**config.mk**
```make
export PLATFORM = sky130hd
export DESIGN_NAME = energy_accumulator
export DESIGN_NICKNAME = d
export VERILOG_FILES = /design/src/rtl/energy_accumulator.sv
export SDC_FILE = /design/constraint.sdc
export NUM_CORES = 1
export LEC_CHECK = 0
export CORE_MARGIN = 2
export CORE_UTILIZATION = 50
export DETAILED_ROUTE_END_ITERATION = 16
export PLACE_DENSITY = 0.74
export SLEW_MARGIN = 20
export SYNTH_ARGS = -nofsm -noshare
export SYNTH_HDL_FRONTEND = slang
export SYNTH_SLANG_ARGS = --single-unit
```
**constraint.sdc**
```tcl
create_clock -name clk -period 21.4 [get_ports clk]
set_input_delay 4.28 -clock clk [delete_from_list [all_inputs] [get_ports clk]]
set_output_delay 4.28 -clock clk [all_outputs]
set_load 0.01 [all_outputs]
```
**src/rtl/energy_accumulator.sv**
```systemverilog
// Windowed energy accumulator: measures master/worker toggle deltas and core
// activity over fixed-length windows and holds each result until acknowledged.
module energy_accumulator #(
    parameter int unsigned WINDOW    = 64,
    parameter int unsigned NUM_CORES = 5
) (
    input  logic        clk,
    input  logic        reset,
    input  logic        enable,
    input  logic [31:0] master_toggles,
    input  logic [31:0] worker_toggles,
    input  logic [2:0]  active_count,
    input  logic        report_ack,
    output logic        report_valid,
    output logic [31:0] master_delta,
    output logic [31:0] worker_delta,
    output logic [35:0] baseline,
    output logic [35:0] optimized,
    output logic [35:0] saved,
    output logic [23:0] active_sum,
    output logic [15:0] window_id,
    output logic        overrun
);

    typedef enum logic {IDLE, MEASURE} state_t;

    localparam logic [15:0] LAST_CYCLE = 16'(WINDOW - 1);
    localparam logic [35:0] CORES      = 36'(NUM_CORES);
    localparam logic [35:0] WORKERS    = 36'(NUM_CORES - 1);

    state_t      state;
    logic [15:0] cycle_count;
    logic [23:0] running_sum;
    logic [31:0] snap_master;
    logic [31:0] snap_worker;

    logic        window_end;
    logic [31:0] master_next;
    logic [31:0] worker_next;
    logic [23:0] sum_next;
    logic [35:0] baseline_next;
    logic [35:0] optimized_next;

    always_comb begin
        window_end     = (state == MEASURE) && (cycle_count == LAST_CYCLE);
        master_next    = master_toggles - snap_master;
        worker_next    = worker_toggles - snap_worker;
        sum_next       = running_sum + {21'b0, active_count};
        baseline_next  = {4'b0, master_next} * CORES;
        optimized_next = {4'b0, master_next} + ({4'b0, worker_next} * WORKERS);
    end

    always_ff @(posedge clk) begin
        if (reset) begin
            state        <= IDLE;
            cycle_count  <= '0;
            running_sum  <= '0;
            snap_master  <= '0;
            snap_worker  <= '0;
            report_valid <= 1'b0;
            master_delta <= '0;
            worker_delta <= '0;
            baseline     <= '0;
            optimized    <= '0;
            saved        <= '0;
            active_sum   <= '0;
            window_id    <= '0;
            overrun      <= 1'b0;
        end else begin
            // An ack clears the held report; a window end on the same edge reloads it below.
            if (report_ack)
                report_valid <= 1'b0;

            case (state)
                IDLE: begin
                    if (enable) begin
                        snap_master <= master_toggles;
                        snap_worker <= worker_toggles;
                        cycle_count <= '0;
                        running_sum <= '0;
                        state       <= MEASURE;
                    end
                end
                MEASURE: begin
                    if (window_end) begin
                        master_delta <= master_next;
                        worker_delta <= worker_next;
                        baseline     <= baseline_next;
                        optimized    <= optimized_next;
                        saved        <= baseline_next - optimized_next;
                        active_sum   <= sum_next;
                        report_valid <= 1'b1;
                        window_id    <= window_id + 16'd1;
                        if (report_valid && !report_ack)
                            overrun <= 1'b1;
                        snap_master  <= master_toggles;
                        snap_worker  <= worker_toggles;
                        cycle_count  <= '0;
                        running_sum  <= '0;
                        if (!enable)
                            state <= IDLE;
                    end else if (!enable) begin
                        state <= IDLE;
                    end else begin
                        running_sum <= sum_next;
                        cycle_count <= cycle_count + 16'd1;
                    end
                end
                default: state <= IDLE;
            endcase
        end
    end

endmodule
```
==> results.sh, run 1 <==
export IMPL_stdcell_area_um2=23580
export IMPL_ys_ff_latch=311
export IMPL_cts_sinks=311
export IMPL_status="completed"
export IMPL_hold_buffers=0
export IMPL_power_density_nw_per_um2=122.8
export IMPL_finalClockSkew_ps=13.07
export IMPL_path_common_cell="ha_1"
export IMPL_drv_cap=0
export IMPL_post_cts_resized=0
export IMPL_gp_congestion=0.9151
export IMPL_ys_async_sr_fraction_pct=0
export IMPL_grt_util_met1_pct=36.63
export IMPL_endpoint_kind="flip-flop"
export IMPL_cp_startpoint="master_toggles[0]"
export IMPL_yosys_warnings=0
export IMPL_initialDrtViolationCount=1206
export IMPL_grt_busiest_layer="met2"
export IMPL_finalPower_mw=2.897
export IMPL_netlist_instances=2502
export IMPL_cts_tree="done"
export IMPL_synth_edf_count=0
export IMPL_antenna_found_initial=0
export IMPL_port_buffers=280
export IMPL_drc=0
export IMPL_fin_crit_sh_pct=57.11
export IMPL_start_kind="input port"
export IMPL_crit_required_ps=21890
export IMPL_netSwitchingFraction_pct=42.80
export IMPL_vias_per_cell=5.608
export IMPL_yosys_area_top_type_share_pct=32.25
export IMPL_dr_pass1_iters=7
export IMPL_setup_viol=0
export IMPL_tightest_slew_ps=1036
export IMPL_antenna_left=0
export IMPL_crit_slowest_cell="a2111oi_2"
export IMPL_cts_buffers=37
export IMPL_pwr_share_comb_pct=58.2
export IMPL_yosys_most_used_dff="dfxtp_1"
export IMPL_switchingPower_mw=1.240
export IMPL_clockRootBuffer="clkbuf_16"
export IMPL_rsz0062_at_grt="false"
export IMPL_synth_common_cells="nand2_1 (445), a21oi_1 (332), dfxtp_1 (311)"
export IMPL_worst_r2r_setup_slack_ps=13200
export IMPL_synthToLayoutAreaGrowth_pct=22.15
export IMPL_die_x_um=200.5
export IMPL_dr_total_vias=18242
export IMPL_critPathKind="input port to flip-flop"
export IMPL_crit_end="saved[34]"
export IMPL_nNetsFinal=2976
export IMPL_grt_start_max_net_pins=122
export IMPL_grt_pass1_vias=17392
export IMPL_yosysMostFrequentCell="nand2_1"
export IMPL_ys_types=76
export IMPL_relSlewSlack_pct=30.96
export IMPL_dpl_instance_area_um2=22410
export IMPL_leakagePower_nw=9.099
export IMPL_reg2regPathDepth=36
export IMPL_cts_buffer_depth=3
export IMPL_grt_overflow_total=0
export IMPL_r2r_end="saved[34]"
export IMPL_cp_num_cells=38
export IMPL_clk_pin_slew_ps=60
export IMPL_slew_viol_final=0
export IMPL_start_util_pct=51.01
export IMPL_io_pin_count=285
export IMPL_use_met2_pct=43.95
export IMPL_yosysTopAreaCell="dfxtp_1"
export IMPL_met3_usage_pct=4.838
export IMPL_finalCriticalPeriod_ps=12220
export IMPL_num_rows=71
export IMPL_cts_max_level=2
export IMPL_core_area_um2=37840
export IMPL_min_path_type="flip-flop to flip-flop"
export IMPL_num_antenna_cells=0
export IMPL_fp_dieArea_um2=40200
export IMPL_clock_power_share_pct=21.5
export IMPL_syn_area_um2=19300
export IMPL_dp_final_hpwl_um=42130
export IMPL_ys_seq_area_share_pct=32.25
export IMPL_syn_area_per_cell_um2=7.716
export IMPL_cts_setup_buffers=0
export IMPL_wl_per_cell_um=17.40
export IMPL_crit_fanout=5
export IMPL_peakVddDrop_mv=0.07493
export IMPL_drive_above_1_share_pct=3.647
export IMPL_synth_area_leaders="dfxtp_1 (32%), ha_1 (12%), nand2_1 (8.7%)"
export IMPL_p_int_mw=1.657
export IMPL_fin_setup_tns_ps=0
export IMPL_grt_use_total_pct=27.13
export IMPL_p_seq_share_pct=20.4
export IMPL_dp_slack_ps=8763
export IMPL_cp_slowest_stage_delay_ps=580
export IMPL_die_h_um=200.5
export IMPL_path_delay_family="compound AO/OA/AOI/OAI gates"
export IMPL_max_freq_ghz=0.08183
export IMPL_finalWirelength_um=56610
export IMPL_r2r_start="snap_master[0]"
export IMPL_grt_pass1_wl_um=89370
export IMPL_crit_arrival_ps=12710
export IMPL_setup_ws_ps=9179
export IMPL_clk_latency_ps=550
export IMPL_cp_num_buf_inv=3
export IMPL_hold_viol_final=0
export IMPL_final_util_pct=62.31
cells by family (layout without fill, tap and decap cells):
logic type | Yosys count | count (layout) | synth area share [%]
simple gates | 908 | 908 | 20.62
compound gates | 690 | 690 | 22.07
flops | 311 | 311 | 32.25
xor+xnor | 180 | 180 | 8.205
buf+inv | 225 | 462 | 4.550
fa+ha+maj | 186 | 186 | 12.23
other cells | 1 | 4 | 0.01943
mux | 1 | 1 | 0.05833
area by class of cell:
type | count | area (um2)
fillers | 3423 | 14260
multi-input cells | 1969 | 12240
flip-flops and latches | 311 | 6226
repair buffers | 291 | 2889
clock buffers | 48 | 1017
well taps | 511 | 639.4
inverters | 111 | 416.7
clock inverters | 12 | 151.4
sequential cells by signal, summed over array words and instances, names as in the netlist, 16 cells and up:
signal / flops
optimized: 33
cycle_count: 16
active_sum: 24
running_sum: 24
saved: 34
snap_worker: 32
window_id: 16
worker_delta: 32
master_delta: 32
snap_master: 32
baseline: 33
worst min path at each step:
stage	from	endpoint	slack, ps	cells after the start
floorplan	snap_master[10]	snap_master[10]	430	2
global placement	master_delta[17]	master_delta[17]	440	2
detailed placement	snap_worker[16]	snap_worker[16]	440	2
CTS	snap_worker[16]	snap_worker[16]	450	2
global route	snap_worker[19]	snap_worker[19]	460	2
finish	saved[15]	saved[15]	450	2
worst min-delay path, stage by stage, from the launching register on:
cell and delay, ps:
dfxtp_1 300, nand2_1 50, a21oi_1 50
power groups by stage:
stage	registers (mW)	clock network, mW	logic (mW)
3_3_place_gp	0.602	0	1.60
3_5_place_dp	0.602	0	1.64
6_report	0.590	0.622	1.68
4_1_cts	0.590	0.636	1.65
2_1_floorplan	0.602	0	1.30
5_1_grt	0.590	0.656	1.85
routing by layer:
| layer | share of wire [%] | routed length [um] |
|---|---|---|
| met4 | 2.7 | 1512 |
| met2 | 45 | 25230 |
| met1 | 46 | 25830 |
| met5 | 0 | 0 |
| met3 | 7.1 | 4034 |
through the flow:
step                      hold slack [ps]  std cells
after floorplan                     431.9       2505
after global placement              437.2       3193
after detailed placement            443.2       3193
after CTS                           451.0       3253
after global routing                461.6       3253
final                               448.9       3253
placed cells by master (no fill, tap or decap), types with 6 or more instances in the layout:
master	n
o22ai_1	7
o31ai_1	7
and2_1	17
nand3b_1	8
buf_4	11
o21ai_0	86
a31oi_1	16
nor3_1	31
a21oi_1	332
o211ai_1	11
nand2b_1	25
and3_1	28
dfxtp_1	311
a211o_1	9
nand3_1	32
clkbuf_1	6
o21a_1	20
or2_2	7
clkbuf_16	37
ha_1	179
nand2_1	445
o21bai_1	18
a211oi_1	45
a21boi_0	8
nor2_1	221
xnor2_1	112
inv_1	111
clkbuf_8	6
nand4_1	15
nor2b_1	29
nor4_1	9
a22oi_1	7
a21o_1	67
clkdlybuf4s50_1	279
or3_1	20
xor2_1	67
(Power assumes the default switching activity.)
==> inputs of run 2 (changes only) <==
PLACE_DENSITY = 0.77   (was 0.74)
clock period = 10.85 ns   (was 21.4 ns; I/O delays follow)
==> results.sh, run 2 (synthesis gave the netlist of run 1 again) <==
export IMPL_status="completed"
export IMPL_drive_above_1_share_pct=3.785
export IMPL_cp_slowest_stage_delay_ps=550
export IMPL_cts_tree="done"
export IMPL_path_delay_family="compound AO/OA/AOI/OAI gates"
export IMPL_reg_top3="saved x34, baseline x33, optimized x33"
export IMPL_critPathKind="input port to flip-flop"
export IMPL_gp_congestion=0.9284
export IMPL_slew_viol_final=0
export IMPL_die_h_um=200.5
export IMPL_setup_viol=0
export IMPL_fin_setup_tns_ps=0
export IMPL_cts_buffers=36
export IMPL_synthToLayoutAreaGrowth_pct=22.70
export IMPL_num_antenna_cells=0
export IMPL_fillerInstances=3337
export IMPL_final_cell_mix="nand2_1 (445), a21oi_1 (332), dfxtp_1 (311), clkdlybuf4s50_1 (279), nor2_1 (221)"
export IMPL_crit_slowest_cell="a2111oi_2"
export IMPL_nNetsFinal=2976
export IMPL_core_area_um2=37840
export IMPL_fp_dieArea_um2=40200
export IMPL_num_rows=71
export IMPL_path_common_cell="ha_1"
export IMPL_clk_latency_ps=550
export IMPL_clockRootBuffer="clkbuf_16"
export IMPL_max_freq_ghz=0.09985
export IMPL_post_cts_resized=0
export IMPL_fin_crit_sh_pct=92.30
export IMPL_finalCriticalPeriod_ps=10010
export IMPL_relSlewSlack_pct=27.63
export IMPL_grt_use_total_pct=27.36
export IMPL_dp_final_hpwl_um=42400
export IMPL_cts_max_level=2
export IMPL_start_util_pct=51.01
export IMPL_finalPower_mw=5.788
export IMPL_grt_start_max_net_pins=139
export IMPL_antenna_left=0
export IMPL_grt_pass1_vias=17529
export IMPL_finalWirelength_um=56390
export IMPL_clk_pin_slew_ps=60
export IMPL_hold_buffers=0
export IMPL_crit_fanout=5
export IMPL_finalClockSkew_ps=14.49
export IMPL_endpoint_kind="flip-flop"
export IMPL_wl_per_cell_um=17.30
export IMPL_cts_setup_buffers=0
export IMPL_cp_num_buf_inv=3
export IMPL_io_pin_count=285
export IMPL_drc=0
export IMPL_crit_required_ps=11340
export IMPL_top_register="saved"
export IMPL_dr_pass1_iters=5
export IMPL_drv_cap=0
export IMPL_port_buffers=280
export IMPL_initialDrtViolationCount=1138
export IMPL_min_path_type="flip-flop to flip-flop"
export IMPL_grt_pass1_wl_um=90300
export IMPL_final_common_cell="nand2_1"
export IMPL_cts_buffer_depth=3
export IMPL_hold_viol_final=0
export IMPL_rsz0062_at_grt="false"
export IMPL_grt_overflow_total=0
export IMPL_power_density_nw_per_um2=244.4
export IMPL_start_kind="input port"
export IMPL_crit_arrival_ps=10500
export IMPL_tightest_slew_ps=1086
export IMPL_dr_total_vias=18370
export IMPL_cts_sinks=311
export IMPL_largest_reg_flops=34
export IMPL_die_x_um=200.5
export IMPL_peakVddDrop_mv=0.1468
export IMPL_vias_per_cell=5.637
export IMPL_leakagePower_nw=9.154
export IMPL_antenna_found_initial=1
## run 2: cell types whose count changed in the layout (fill, tap and decap cells not counted)
| cell | change |
|---|---|
| clkinvlp_4 | -1 |
| nand3_2 | +1 |
| clkinv_2 | +1 |
| nand3_1 | -1 |
| or3_1 | +1 |
| bufinv_16 | +3 |
| buf_4 | +1 |
| clkbuf_1 | +2 |
| or3_2 | -1 |
## run 2: worst paths after layout
path	depth (start not counted)	start	end	slack [ps]
hold / removal	2	saved[3]	saved[3]	450
setup / recovery	38	master_toggles[0]	saved[34]	840
hold reg to reg	2	saved[3]	saved[3]	450
setup reg to reg	36	snap_master[0]	saved[34]	2620
## run 2: worst reg2reg max path: cells and delay by family (launching register included)
kind	cells	cell delay [ps]
and+or+nand+nor	10	1560
buffers and inverters	1	50
DFF	1	330
adders and majority gates	5	1530
xor gates and xnor gates	2	420
AOI/OAI and AO/OA	18	4300
## run 2: final cells by class
type	count	area, um2	area share (%)
Multi-Input combinational cell	1969	12240	51.69
Sequential cell	311	6226	26.28
Timing Repair Buffer	292	2897	12.23
Clock buffer	50	1025	4.326
Tap cell	511	639.4	2.699
Inverter	111	416.7	1.759
Clock inverter	15	239.0	1.009
## run 2: through the flow
stage	hold WS, ps	cells	setup WS (ps)	instance area [um2]	util [%]
6_report	448.2	3259	835.1	23690	62.59
5_1_grt	464.3	3259	108.5	23690	62.59
4_1_cts	450.8	3259	953.3	23680	62.58
3_5_place_dp	443.0	3194	405.6	22420	59.24
3_3_place_gp	437.6	3194	593.8	22420	59.24
2_1_floorplan	431.9	2505	1903	19320	-
## run 2: routing by layer
layer / vias to the layer above / routed length [um] / GRT usage, %
met5: - / 13 / 0
met3: 85 / 3822 / 3.994
met1: 8619 / 25470 / 37.18
li1: 9088 / - / -
met2: 576 / 25450 / 44.56
met4: 2 / 1627 / 9.233
## run 2: where the power goes
part           switching [mW]  leakage, nW  internal (mW)
Sequential            0.00712         2.51           1.16
Clock                   0.494        0.619          0.806
Combinational            1.94         6.02           1.38
Total                    2.44         9.15           3.35
==> inputs of run 3 (changes only) <==
GPL_TIMING_DRIVEN = 0   (was unset)
==> results.sh, run 3 (synthesis gave the netlist of run 1 again) <==
export IMPL_r2r_end="saved[34]"
export IMPL_hold_viol_final=0
export IMPL_finalClockSkew_ps=16.66
export IMPL_grt_pass1_vias=18281
export IMPL_gp_congestion=0.9226
export IMPL_status="completed"
export IMPL_relSlewSlack_pct=25.37
export IMPL_initialDrtViolationCount=1357
export IMPL_worstHoldStart="snap_worker[29]"
export IMPL_start_kind="input port"
export IMPL_largest_reg_flops=34
export IMPL_grt_start_max_net_pins=14
export IMPL_drv_cap=0
export IMPL_cts_tree="done"
export IMPL_clk_pin_slew_ps=60
export IMPL_cp_slowest_stage_delay_ps=580
export IMPL_nNetsFinal=3080
export IMPL_core_area_um2=37840
export IMPL_crit_arrival_ps=10790
export IMPL_crit_fanout=5
export IMPL_grt_pass1_wl_um=97430
export IMPL_grt_overflow_total=0
export IMPL_vias_per_cell=5.664
export IMPL_port_buffers=279
export IMPL_setup_viol=0
export IMPL_dr_pass1_iters=5
export IMPL_critPathKind="input port to flip-flop"
export IMPL_crit_required_ps=11350
export IMPL_antenna_left=0
export IMPL_worst_r2r_setup_slack_ps=2320
export IMPL_die_h_um=200.5
export IMPL_r2r_start="snap_master[0]"
export IMPL_num_rows=71
export IMPL_leakagePower_nw=9.287
export IMPL_reg2regPathDepth=35
export IMPL_cts_max_level=2
export IMPL_io_pin_count=285
export IMPL_fin_setup_tns_ps=0
export IMPL_tightest_slew_ps=1119
export IMPL_drc=0
export IMPL_die_x_um=200.5
export IMPL_finalCriticalPeriod_ps=10300
export IMPL_fin_cells=3364
export IMPL_min_path_type="flip-flop to flip-flop"
export IMPL_top_register="saved"
export IMPL_crit_slowest_cell="clkdlybuf4s50_1"
export IMPL_peakVddDrop_mv=0.1563
export IMPL_num_antenna_cells=0
export IMPL_start_util_pct=51.01
export IMPL_placed_cells=3297
export IMPL_fp_dieArea_um2=40200
export IMPL_clockRootBuffer="clkbuf_16"
export IMPL_dp_final_hpwl_um=50210
export IMPL_drive_above_1_share_pct=3.750
export IMPL_cp_startpoint="master_toggles[0]"
export IMPL_finalWirelength_um=63490
export IMPL_holdPathEnd="snap_worker[29]"
export IMPL_endpoint_kind="flip-flop"
export IMPL_antenna_found_initial=0
export IMPL_cts_buffer_depth=3
export IMPL_rsz0062_at_grt="false"
export IMPL_final_common_cell="nand2_1"
export IMPL_final_cell_mix="nand2_1 (445), a21oi_1 (332), dfxtp_1 (311), clkdlybuf4s50_1 (279), nor2_1 (221)"
export IMPL_power_density_nw_per_um2=244.3
export IMPL_synthToLayoutAreaGrowth_pct=24.77
export IMPL_max_freq_ghz=0.09712
export IMPL_wl_per_cell_um=18.87
export IMPL_dr_total_vias=19053
export IMPL_slew_viol_final=0
export IMPL_path_common_cell="ha_1"
export IMPL_clk_latency_ps=560
export IMPL_grt_use_total_pct=30.46
export IMPL_reg_top3="saved x34, baseline x33, optimized x33"
export IMPL_hold_depth=2
export IMPL_fin_crit_sh_pct=94.90
export IMPL_cts_sinks=311
export IMPL_cts_buffers=36
-- run 3: cell types whose count changed in the layout (fill, tap and decap cells not counted), sizes merged --
cell / delta
buf: +1
bufinv: -2
clkbuf: +103
clkinv: +3
clkinvlp: +1
inv: -1
-- run 3: where the power goes --
part | internal (mW) | total (mW) | switching [mW] | leakage, nW
clock network | 0.785 | 1.30 | 0.513 | 0.623
logic | 1.41 | 3.42 | 2.02 | 6.15
registers | 1.16 | 1.16 | 0.00752 | 2.51
total | 3.35 | 5.88 | 2.54 | 9.29
-- run 3: through the flow --
step                power [mW]  setup slack, ps  cell area (um2)  hold WS [ps]  utilization (%)
floorplan                3.749             1903            19320         431.9                -
global placement         4.402            97.20            22750         437.6            60.11
detailed placement       4.465           -31.46            22780         443.0            60.19
CTS                      5.778            510.5            24040         450.8            63.54
global route             6.255            74.22            24090         459.9            63.65
finish                   5.885            553.6            24090         447.8            63.65
-- run 3: layout make-up --
| type | count | area (um2) |
|---|---|---|
| Buffer | 114 | 461.7 |
| Clock buffer | 50 | 1065 |
| Clock inverter | 16 | 200.2 |
| Fill cell | 3352 | 13760 |
| Inverter | 111 | 416.7 |
| Multi-Input combinational cell | 1969 | 12260 |
| Sequential cell | 311 | 6226 |
| Tap cell | 511 | 639.4 |
| Timing Repair Buffer | 282 | 2823 |
-- run 3: critical path, delay by kind of cell --
kind / cells / cell delay, ps
compound gates: 16 / 4020
xor+xnor: 2 / 600
fa+ha+maj: 5 / 1490
buf+inv: 3 / 720
simple gates: 11 / 1780
-- run 3: metal layers --
metal,vias to the layer above,global-route usage [%],wire [um]
met5,-,0,0
met3,114,5.373,5202
li1,9309,-,-
met2,740,51.66,29180
met1,8890,38.94,26890
met4,0,10.71,2209
-- run 3: how the worst max path moves through the flow --
stage,to,slack (ps),cells past startpoint
final,saved[34],550,37
after detailed placement,saved[34],-30,37
after global routing,saved[34],70,37
after floorplan,saved[34],1900,37
after global placement,saved[34],100,37
after CTS,saved[34],510,37
-- run 3: what timing repair did --
action	in CTS	in global routing
resized for setup	0	6
setup endpoints to repair	0	3
buffers inserted	0	1
hold buffers	0	0
